`config.mk`:
```
export PLATFORM = sky130hd
export DESIGN_NAME = fft_src_ctrl_flat
export DESIGN_NICKNAME = d
export VERILOG_FILES = /design/src/rtl/fft_src_ctrl_if.sv /design/src/rtl/fft_src_ctrl.sv /design/src/flat_wrapper.sv
export SDC_FILE = /design/constraint.sdc
export NUM_CORES = 1
export LEC_CHECK = 0
export ABC_AREA = 1
export CORE_UTILIZATION = 65
export CTS_BUF_LIST = sky130_fd_sc_hd__clkbuf_8
export CTS_CLUSTER_DIAMETER = 200
export CTS_CLUSTER_SIZE = 28
export DETAILED_ROUTE_END_ITERATION = 6
export DONT_BUFFER_PORTS = 1
export PLACE_DENSITY = 0.81
export REMOVE_ABC_BUFFERS = 1
export SLEW_MARGIN = 20
export SYNTH_ARGS = -nofsm -noshare
export SYNTH_HDL_FRONTEND = slang
export SYNTH_SLANG_ARGS = --single-unit
```
`constraint.sdc`:
```
create_clock -name clk -period 11.24 [get_ports clk]
set_input_delay 1.686 -clock clk [delete_from_list [all_inputs] [get_ports clk]]
set_output_delay 1.686 -clock clk [all_outputs]
set_load 0.02 [all_outputs]
```
`src/rtl/fft_src_ctrl_if.sv`:
```
// Bundle for the FFT source-side Avalon-ST stream, the result RAM write port and the host result/handshake signals.
interface fft_src_ctrl_if #(
  parameter int AW = 11,
  parameter int DW = 12,
  parameter int MW = 24
);
  logic                 source_valid;
  logic                 source_sop;
  logic                 source_eop;
  logic signed [DW-1:0] source_real;
  logic signed [DW-1:0] source_imag;
  logic signed [5:0]    source_exp;
  logic [1:0]           source_error;
  logic                 source_ready;

  logic                 mag_we;
  logic [AW-1:0]        mag_addr;
  logic [MW-1:0]        mag_data;

  logic                 res_ack;
  logic                 frame_done;
  logic                 frame_err;
  logic [AW-1:0]        peak_bin;
  logic [MW-1:0]        peak_mag;
  logic signed [5:0]    peak_exp;

  // master: FFT core plus host side; slave: the controller
  modport master (
    output source_valid, source_sop, source_eop, source_real, source_imag,
           source_exp, source_error, res_ack,
    input  source_ready, mag_we, mag_addr, mag_data, frame_done, frame_err,
           peak_bin, peak_mag, peak_exp
  );

  modport slave (
    input  source_valid, source_sop, source_eop, source_real, source_imag,
           source_exp, source_error, res_ack,
    output source_ready, mag_we, mag_addr, mag_data, frame_done, frame_err,
           peak_bin, peak_mag, peak_exp
  );
endinterface

```
`src/rtl/fft_src_ctrl.sv`:
```
// Receives one FFT output frame, writes |X|^2 per bin to the result RAM, tracks the
// DC-excluded peak bin, and holds the FFT off until the host acknowledges the results.
module fft_src_ctrl #(
  parameter int N       = 2048,
  parameter int AW      = 11,
  parameter int DW      = 12,
  parameter int MW      = 24,
  parameter int PEAK_LO = 1
) (
  input logic             clk,
  input logic             rst_n,
  fft_src_ctrl_if.slave   bus
);
  localparam logic [1:0] IDLE  = 2'd0;
  localparam logic [1:0] RECV  = 2'd1;
  localparam logic [1:0] DRAIN = 2'd2;
  localparam logic [1:0] HOLD  = 2'd3;

  localparam logic [AW-1:0] LAST_BIN = AW'(N - 1);
  localparam logic [AW-1:0] PEAK_MIN = AW'(PEAK_LO);
  localparam logic [AW-1:0] PEAK_MAX = AW'(N / 2 - 1);

  logic [1:0]           state_reg;
  logic [AW-1:0]        bin_reg;
  logic [1:0]           drain_cnt_reg;
  logic                 frame_done_reg;
  logic                 frame_err_reg;
  logic signed [5:0]    peak_exp_reg;

  logic                 ready;
  logic                 take;
  logic                 restart;
  logic [AW-1:0]        cur_bin;
  logic                 last_bin;
  logic                 to_drain;
  logic                 err_next;

  logic                 s1_vld_reg;
  logic signed [DW-1:0] s1_re_reg;
  logic signed [DW-1:0] s1_im_reg;
  logic [AW-1:0]        s1_bin_reg;
  logic                 s2_vld_reg;
  logic                 s2_ok_reg;
  logic signed [2*DW-1:0] s2_re2_reg;
  logic signed [2*DW-1:0] s2_im2_reg;
  logic [AW-1:0]        s2_bin_reg;
  logic                 s3_vld_reg;
  logic                 s3_ok_reg;
  logic [MW-1:0]        s3_mag_reg;
  logic [AW-1:0]        s3_bin_reg;
  logic                 mag_we_reg;
  logic [AW-1:0]        mag_addr_reg;
  logic [MW-1:0]        mag_data_reg;
  logic [AW-1:0]        peak_bin_reg;
  logic [MW-1:0]        peak_mag_reg;

  assign ready    = (state_reg == IDLE) || (state_reg == RECV);
  // In IDLE only a sop opens a frame; stray samples are accepted and dropped.
  assign take     = bus.source_valid & ready & (bus.source_sop | (state_reg == RECV));
  assign restart  = take & bus.source_sop;
  assign cur_bin  = bus.source_sop ? '0 : bin_reg;
  assign last_bin = (cur_bin == LAST_BIN);
  assign to_drain = bus.source_eop | last_bin;

  always_comb begin
    err_next = frame_err_reg;
    if (bus.source_sop)
      err_next = (state_reg == RECV);
    // eop must coincide exactly with the last bin, and any FFT error taints the frame
    if ((bus.source_error != 2'd0) || (bus.source_eop != last_bin))
      err_next = 1'b1;
  end

  always_ff @(posedge clk or negedge rst_n) begin
    if (!rst_n) begin
      state_reg      <= IDLE;
      bin_reg        <= '0;
      drain_cnt_reg  <= '0;
      frame_done_reg <= 1'b0;
      frame_err_reg  <= 1'b0;
      peak_exp_reg   <= '0;
    end else begin
      frame_done_reg <= 1'b0;
      case (state_reg)
        IDLE, RECV: begin
          if (take) begin
            frame_err_reg <= err_next;
            if (bus.source_sop)
              peak_exp_reg <= bus.source_exp;
            if (to_drain) begin
              state_reg     <= DRAIN;
              drain_cnt_reg <= '0;
            end else begin
              state_reg <= RECV;
              bin_reg   <= cur_bin + 1'b1;
            end
          end
        end
        DRAIN: begin
          // three idle cycles let the last sample leave the pipeline before results are final
          if (drain_cnt_reg == 2'd2) begin
            state_reg      <= HOLD;
            frame_done_reg <= 1'b1;
          end else begin
            drain_cnt_reg <= drain_cnt_reg + 2'd1;
          end
        end
        HOLD: begin
          if (bus.res_ack)
            state_reg <= IDLE;
        end
        default: state_reg <= IDLE;
      endcase
    end
  end

  // The ok flags stop samples of an abandoned partial frame from updating the restarted peak.
  always_ff @(posedge clk or negedge rst_n) begin
    if (!rst_n) begin
      s1_vld_reg   <= 1'b0;
      s1_re_reg    <= '0;
      s1_im_reg    <= '0;
      s1_bin_reg   <= '0;
      s2_vld_reg   <= 1'b0;
      s2_ok_reg    <= 1'b0;
      s2_re2_reg   <= '0;
      s2_im2_reg   <= '0;
      s2_bin_reg   <= '0;
      s3_vld_reg   <= 1'b0;
      s3_ok_reg    <= 1'b0;
      s3_mag_reg   <= '0;
      s3_bin_reg   <= '0;
      mag_we_reg   <= 1'b0;
      mag_addr_reg <= '0;
      mag_data_reg <= '0;
      peak_bin_reg <= '0;
      peak_mag_reg <= '0;
    end else begin
      s1_vld_reg   <= take;
      s1_re_reg    <= bus.source_real;
      s1_im_reg    <= bus.source_imag;
      s1_bin_reg   <= cur_bin;

      s2_vld_reg   <= s1_vld_reg;
      s2_ok_reg    <= ~restart;
      s2_re2_reg   <= (2*DW)'(s1_re_reg) * (2*DW)'(s1_re_reg);
      s2_im2_reg   <= (2*DW)'(s1_im_reg) * (2*DW)'(s1_im_reg);
      s2_bin_reg   <= s1_bin_reg;

      s3_vld_reg   <= s2_vld_reg;
      s3_ok_reg    <= s2_ok_reg & ~restart;
      s3_mag_reg   <= MW'($unsigned(s2_re2_reg)) + MW'($unsigned(s2_im2_reg));
      s3_bin_reg   <= s2_bin_reg;

      mag_we_reg   <= s3_vld_reg;
      mag_addr_reg <= s3_bin_reg;
      mag_data_reg <= s3_mag_reg;

      if (restart) begin
        peak_bin_reg <= '0;
        peak_mag_reg <= '0;
      end else if (s3_vld_reg && s3_ok_reg && (s3_bin_reg >= PEAK_MIN) &&
                   (s3_bin_reg <= PEAK_MAX) && (s3_mag_reg > peak_mag_reg)) begin
        peak_bin_reg <= s3_bin_reg;
        peak_mag_reg <= s3_mag_reg;
      end
    end
  end

  assign bus.source_ready = ready;
  assign bus.mag_we       = mag_we_reg;
  assign bus.mag_addr     = mag_addr_reg;
  assign bus.mag_data     = mag_data_reg;
  assign bus.frame_done   = frame_done_reg;
  assign bus.frame_err    = frame_err_reg;
  assign bus.peak_bin     = peak_bin_reg;
  assign bus.peak_mag     = peak_mag_reg;
  assign bus.peak_exp     = peak_exp_reg;
endmodule

```
`src/flat_wrapper.sv`:
```
// flat-port wrapper written by rule: the top's interface ports become plain ports
module fft_src_ctrl_flat 
#(
  parameter int N       = 2048,
  parameter int AW      = 11,
  parameter int DW      = 12,
  parameter int MW      = 24,
  parameter int PEAK_LO = 1
)
  (clk, rst_n, bus_source_valid, bus_source_sop, bus_source_eop, bus_source_real, bus_source_imag, bus_source_exp, bus_source_error, bus_res_ack, bus_source_ready, bus_mag_we, bus_mag_addr, bus_mag_data, bus_frame_done, bus_frame_err, bus_peak_bin, bus_peak_mag, bus_peak_exp);
  fft_src_ctrl_if #(.AW(AW), .DW(DW), .MW(MW)) bus_i ();
  input logic clk;
  input logic rst_n;
  input wire logic [$bits(bus_i.source_valid)-1:0] bus_source_valid;
  input wire logic [$bits(bus_i.source_sop)-1:0] bus_source_sop;
  input wire logic [$bits(bus_i.source_eop)-1:0] bus_source_eop;
  input wire logic [$bits(bus_i.source_real)-1:0] bus_source_real;
  input wire logic [$bits(bus_i.source_imag)-1:0] bus_source_imag;
  input wire logic [$bits(bus_i.source_exp)-1:0] bus_source_exp;
  input wire logic [$bits(bus_i.source_error)-1:0] bus_source_error;
  input wire logic [$bits(bus_i.res_ack)-1:0] bus_res_ack;
  output wire logic [$bits(bus_i.source_ready)-1:0] bus_source_ready;
  output wire logic [$bits(bus_i.mag_we)-1:0] bus_mag_we;
  output wire logic [$bits(bus_i.mag_addr)-1:0] bus_mag_addr;
  output wire logic [$bits(bus_i.mag_data)-1:0] bus_mag_data;
  output wire logic [$bits(bus_i.frame_done)-1:0] bus_frame_done;
  output wire logic [$bits(bus_i.frame_err)-1:0] bus_frame_err;
  output wire logic [$bits(bus_i.peak_bin)-1:0] bus_peak_bin;
  output wire logic [$bits(bus_i.peak_mag)-1:0] bus_peak_mag;
  output wire logic [$bits(bus_i.peak_exp)-1:0] bus_peak_exp;
  assign bus_i.source_valid = bus_source_valid;
  assign bus_i.source_sop = bus_source_sop;
  assign bus_i.source_eop = bus_source_eop;
  assign bus_i.source_real = bus_source_real;
  assign bus_i.source_imag = bus_source_imag;
  assign bus_i.source_exp = bus_source_exp;
  assign bus_i.source_error = bus_source_error;
  assign bus_i.res_ack = bus_res_ack;
  assign bus_source_ready = bus_i.source_ready;
  assign bus_mag_we = bus_i.mag_we;
  assign bus_mag_addr = bus_i.mag_addr;
  assign bus_mag_data = bus_i.mag_data;
  assign bus_frame_done = bus_i.frame_done;
  assign bus_frame_err = bus_i.frame_err;
  assign bus_peak_bin = bus_i.peak_bin;
  assign bus_peak_mag = bus_i.peak_mag;
  assign bus_peak_exp = bus_i.peak_exp;
  fft_src_ctrl #(.N(N), .AW(AW), .DW(DW), .MW(MW), .PEAK_LO(PEAK_LO)) u_core (.clk(clk), .rst_n(rst_n), .bus(bus_i));
endmodule
```
* Yosys cells after proc, flatten, opt, wreduce, memory -nomap -nowiden
Cells that the tools add are included.
Word-level totals: memory bits (writable) 0, memory bits (read-only) 0, input bits 38, bits in registers 228, memories kept 0, bits in latches 0
Operators by class: order comparisons 3, divide/modulo/power cells 0, reduce and logical (&&, ||, !) cells 17, multiplexer cells 18, shifts and indexed selects 0, equal/unequal tests 11, add/sub/neg operators 3, multipliers 2, bitwise operators 8
Operators by type and width (count):
- 12-bit by 12-bit multiplier with 24-bit output | 2
- 24-bit 2-to-1 mux | 2
- 11-bit 2-to-1 mux | 3
- 24-bit adder | 1
- 24-bit > comparator | 1
- 2-bit 2-to-1 mux | 7
- 3-bit AND reduction | 4
- 11-bit by 1-bit adder with 11-bit output, second input constant | 1
- 11-bit equality test, second input constant | 1
- 11-bit by 1-bit >= comparator with 1-bit output, second input constant | 1
- 11-bit by 10-bit less-or-equal comparator with 1-bit output, second input constant | 1
- 2-bit nonzero test | 4
- 2-bit equality test, second input constant | 3
- 2-bit by 1-bit inequality test with 1-bit output, second input constant | 3
- 2-bit case mux with 3 select lines | 1
- 1-bit bitwise AND | 4
- 1-bit logical AND | 4
- 1-bit 2-to-1 mux | 4
- 2-bit inequality test, second input constant | 2
- 2-bit case mux with 2 select lines | 1
- 4-bit AND reduction | 1
- 2-bit by 1-bit adder with 2-bit output, second input constant | 1
- 2-bit by 1-bit equality test with 1-bit output, second input constant | 1
- 2-bit zero test | 1
- other kinds (5) | 8

* Logic depth before layout (Yosys ltp)
depth after elaboration 7, mapped depth 24, mapped depth without buffers 24

* Least setup slack after synthesis
Ideal clock, no wire load.
path kind reg2reg, start point reg u_core.s1_re_reg[3], end point reg u_core.s2_re2_reg[23], cell stages (with the launch flop) 22, arrival 4.738 ns, period minus slack after synthesis 4.854 ns, slack 6.386 ns, path through dfrtp_1 clkbuf_1 nand2_1 fa_1 inv_1 fa_1 fa_1 fa_1 inv_1 fa_1 inv_1 ha_1 nand2_1 nor2_1 and2_1 nand3_1 nor2_1 inv_1 nand3_1 inv_1 nand2_1 nand2_1
Between the ends: cells in the longest elaborated chain, start to end 1
RTL lines:
- start: declaration | line fft_src_ctrl.sv:39 | logic signed [DW-1:0] s1_re_reg;
- start signal: assignment | line fft_src_ctrl.sv:140 | s1_re_reg <= bus.source_real;
- 12-bit by 12-bit multiplier with 24-bit output | line fft_src_ctrl.sv:146 | s2_re2_reg <= (2*DW)'(s1_re_reg) * (2*DW)'(s1_re_reg);
- end signal: assignment | line fft_src_ctrl.sv:146
- end: declaration | line fft_src_ctrl.sv:44 | logic signed [2*DW-1:0] s2_re2_reg;
No other way between the ends. A chain may end at the register's enable or synchronous reset.

* Final worst setup path
start point reg u_core.s1_re_reg[11], end point reg u_core.s2_re2_reg[23]
Same word-level chain as after synthesis.

==> results by group <==
Status
  • Outcome: finished clean

Yosys
  • Ys async rst share: 100%
  • Top-area cell type share of the netlist area: 29.2%
  • Synth cell types: 42
  • Yosys top cell by area: dfrtp_1
  • Main synth FF type: dfrtp_1
  • Syn Inst Count: 2,101
  • Sequential area share after synthesis: 29.2%
  • YS warnings: 0
  • Syn avg cell area: 9.21 µm²
  • Synthesized flop and latch total: 226
  • Post-Syn Area: 0.0193 mm²
  • Synth area leaders: dfrtp_1, fa_1, ha_1
  • Post-synth EDFFs: 0

Floorplan
  • Initial core utilization: 66.7%
  • # rows: 62
  • Ports: 118
  • Die X: 175 µm
  • Core area: 0.0290 mm²
  • Die boundary height: 175 µm
  • Die ar.: 0.0305 mm²

Final layout
  • P&R area growth vs syn: 2.30%
  • Layout net count: 2,515
  • # fillers: 2,244
  • Commonest non-fill, non-tap cell in the layout: inv_1
  • Layout cells sized above 1: 3.57%
  • Highest-count cells in the layout ignoring fill and taps: inv_1, nand2_1, fa_1
  • N_diodes: 0

Drt
  • Violation count after the first detailed-routing iteration: 736
  • Via density: 5.43
  • DRC errors left: 0
  • Total number of vias: 13,320
  • Detailed Route WL: 37.0 mm
  • DR pass1 iterations: 6
  • ANT nets after route: 0
  • Drt wl/cell: 15.1 µm

STA
  • Minimum clock period: 5.28 ns
  • RSZ-0062 raised after global routing: false
  • Max Clock Freq: 0.190 GHz
  • TNS Setup: 0 ns
  • Final Hold Viols: 0
  • Worst-margin pin slew: 0.904 ns
  • Final Skew: 0.0531 ns
  • Fin crit share: 46.9%
  • Max Slew Vio Count: 0
  • Setup-failing EPs final: 0
  • Max-slew headroom: 39.8%

CTS
  • Clock transition at path regs: 0.17 ns
  • Post-CTS Repair Setup Buffers: 0
  • Clk sinks: 226
  • Cts hold-fix bufs: 0
  • Resized Gates After CTS: 0
  • Root Buffer: clkbuf_8
  • Clock buffer depth: 3
  • CTS tree: done
  • Clock latency at the later pin of the worst-skew pair: 0.53 ns
  • H-tree levels: 1
  • CTS buffer count: 12

Critical path
  • CP Max Fanout: 14
  • CP Launch Type: flip-flop
  • CP required: 11.69 ns
  • Kind of critical path: flip-flop to flip-flop
  • CP arrival: 5.72 ns
  • Nature of the critical path endpoint: flip-flop

Place
  • Placed wire-length estimate: 30.5 mm
  • # port buffers: 0
  • Placer Congestion: 0.890

Global route
  • Global Route Usage Sum: 25.6%
  • Grt total ovfl: 0
  • Largest net degree at the start of global routing: 227
  • First-pass GRT wire length: 63.9 mm
  • Vias in the first global route: 14,024
  • Initial antenna violation count: 0

Flow run
  • Max_cap viols: 0

Min path
  • HP Class: flip-flop to flip-flop
-- cells by family after synthesis --
family,after synthesis,synth area share [%]
AND/OR/NAND/NOR,692,16.2
buffers and inverters,557,11.3
adder cells (fa/ha/maj),406,35.8
flip-flops,226,29.2
AO/OA/AOI/OAI,147,4.17
XOR/XNOR,73,3.31
-- worst paths after layout --
path,start,to,slack [ns],depth (start not counted)
setup / recovery,u_core.s1_re_reg[11],u_core.s2_re2_reg[23],5.96,21
hold / removal,u_core.s1_bin_reg[4],u_core.s2_bin_reg[4],0.37,0
setup reg to reg,u_core.s1_re_reg[11],u_core.s2_re2_reg[23],5.96,21
hold reg to reg,u_core.s1_bin_reg[4],u_core.s2_bin_reg[4],0.37,0
max in group asynchronous,rst_n,u_core.s3_vld_reg,10.15,0
min in group asynchronous,rst_n,u_core.s1_im_reg[9],0.82,0
-- metrics by stage --
stage | hold WS (ns) | instances | worst slack, ns | utilization [%] | instance area (µm²)
2_1_floorplan | 0.331 | 2056 | 6.52 | - | 19100
3_3_place_gp | 0.331 | 2441 | 6.19 | 67.5 | 19600
3_5_place_dp | 0.335 | 2441 | 6.03 | 67.5 | 19600
4_1_cts | 0.371 | 2455 | 5.99 | 68.2 | 19800
5_1_grt | 0.376 | 2455 | 5.56 | 68.2 | 19800
6_report | 0.368 | 2455 | 5.96 | 68.2 | 19800
-- worst max-delay path, cell delays in order (launching register included) --
cell	delay, ns
dfrtp_1	0.65
clkinv_1	0.43
or2_2	0.41
fa_1	0.48
inv_1	0.05
fa_1	0.45
fa_1	0.40
fa_1	0.52
inv_1	0.05
fa_1	0.47
inv_1	0.04
ha_1	0.33
nand2_1	0.11
nor2_1	0.19
and2_1	0.19
nand3_1	0.07
nor2_1	0.09
inv_1	0.04
nand3_1	0.07
inv_1	0.05
nand2_1	0.05
nand2_1	0.04
-- metal layers --
layer	wire length (µm)	track usage, %
met4	909	6.85
met3	1770	2.93
met1	15400	33.3
met2	19000	45.6
met5	0	0
-- synth_stat cells (26+ instances only) --
library cell	n
ha_1	159
dfrtp_1	226
nand3_1	50
nand4_1	52
a21oi_1	74
xor2_1	55
clkbuf_1	26
nand3_2	32
inv_1	506
nor2_1	112
o21ai_0	46
nand2_1	409
fa_1	247
-- area by class of cell --
cell class	instances	area, µm²	area share (%)
Multi-Input combinational cell	1318	11500	58.2
Sequential cell	226	5660	28.6
Clock inverter	1	30.0	0.152
Inverter	512	1920	9.73
Tap cell	384	480	2.43
Clock buffer	13	179	0.904
Timing Repair Buffer	1	7.51	0.0379
Power is left out: the tool's default activity adds up to more than one toggle a clock period on the data nets, which glitch-free logic cannot reach.
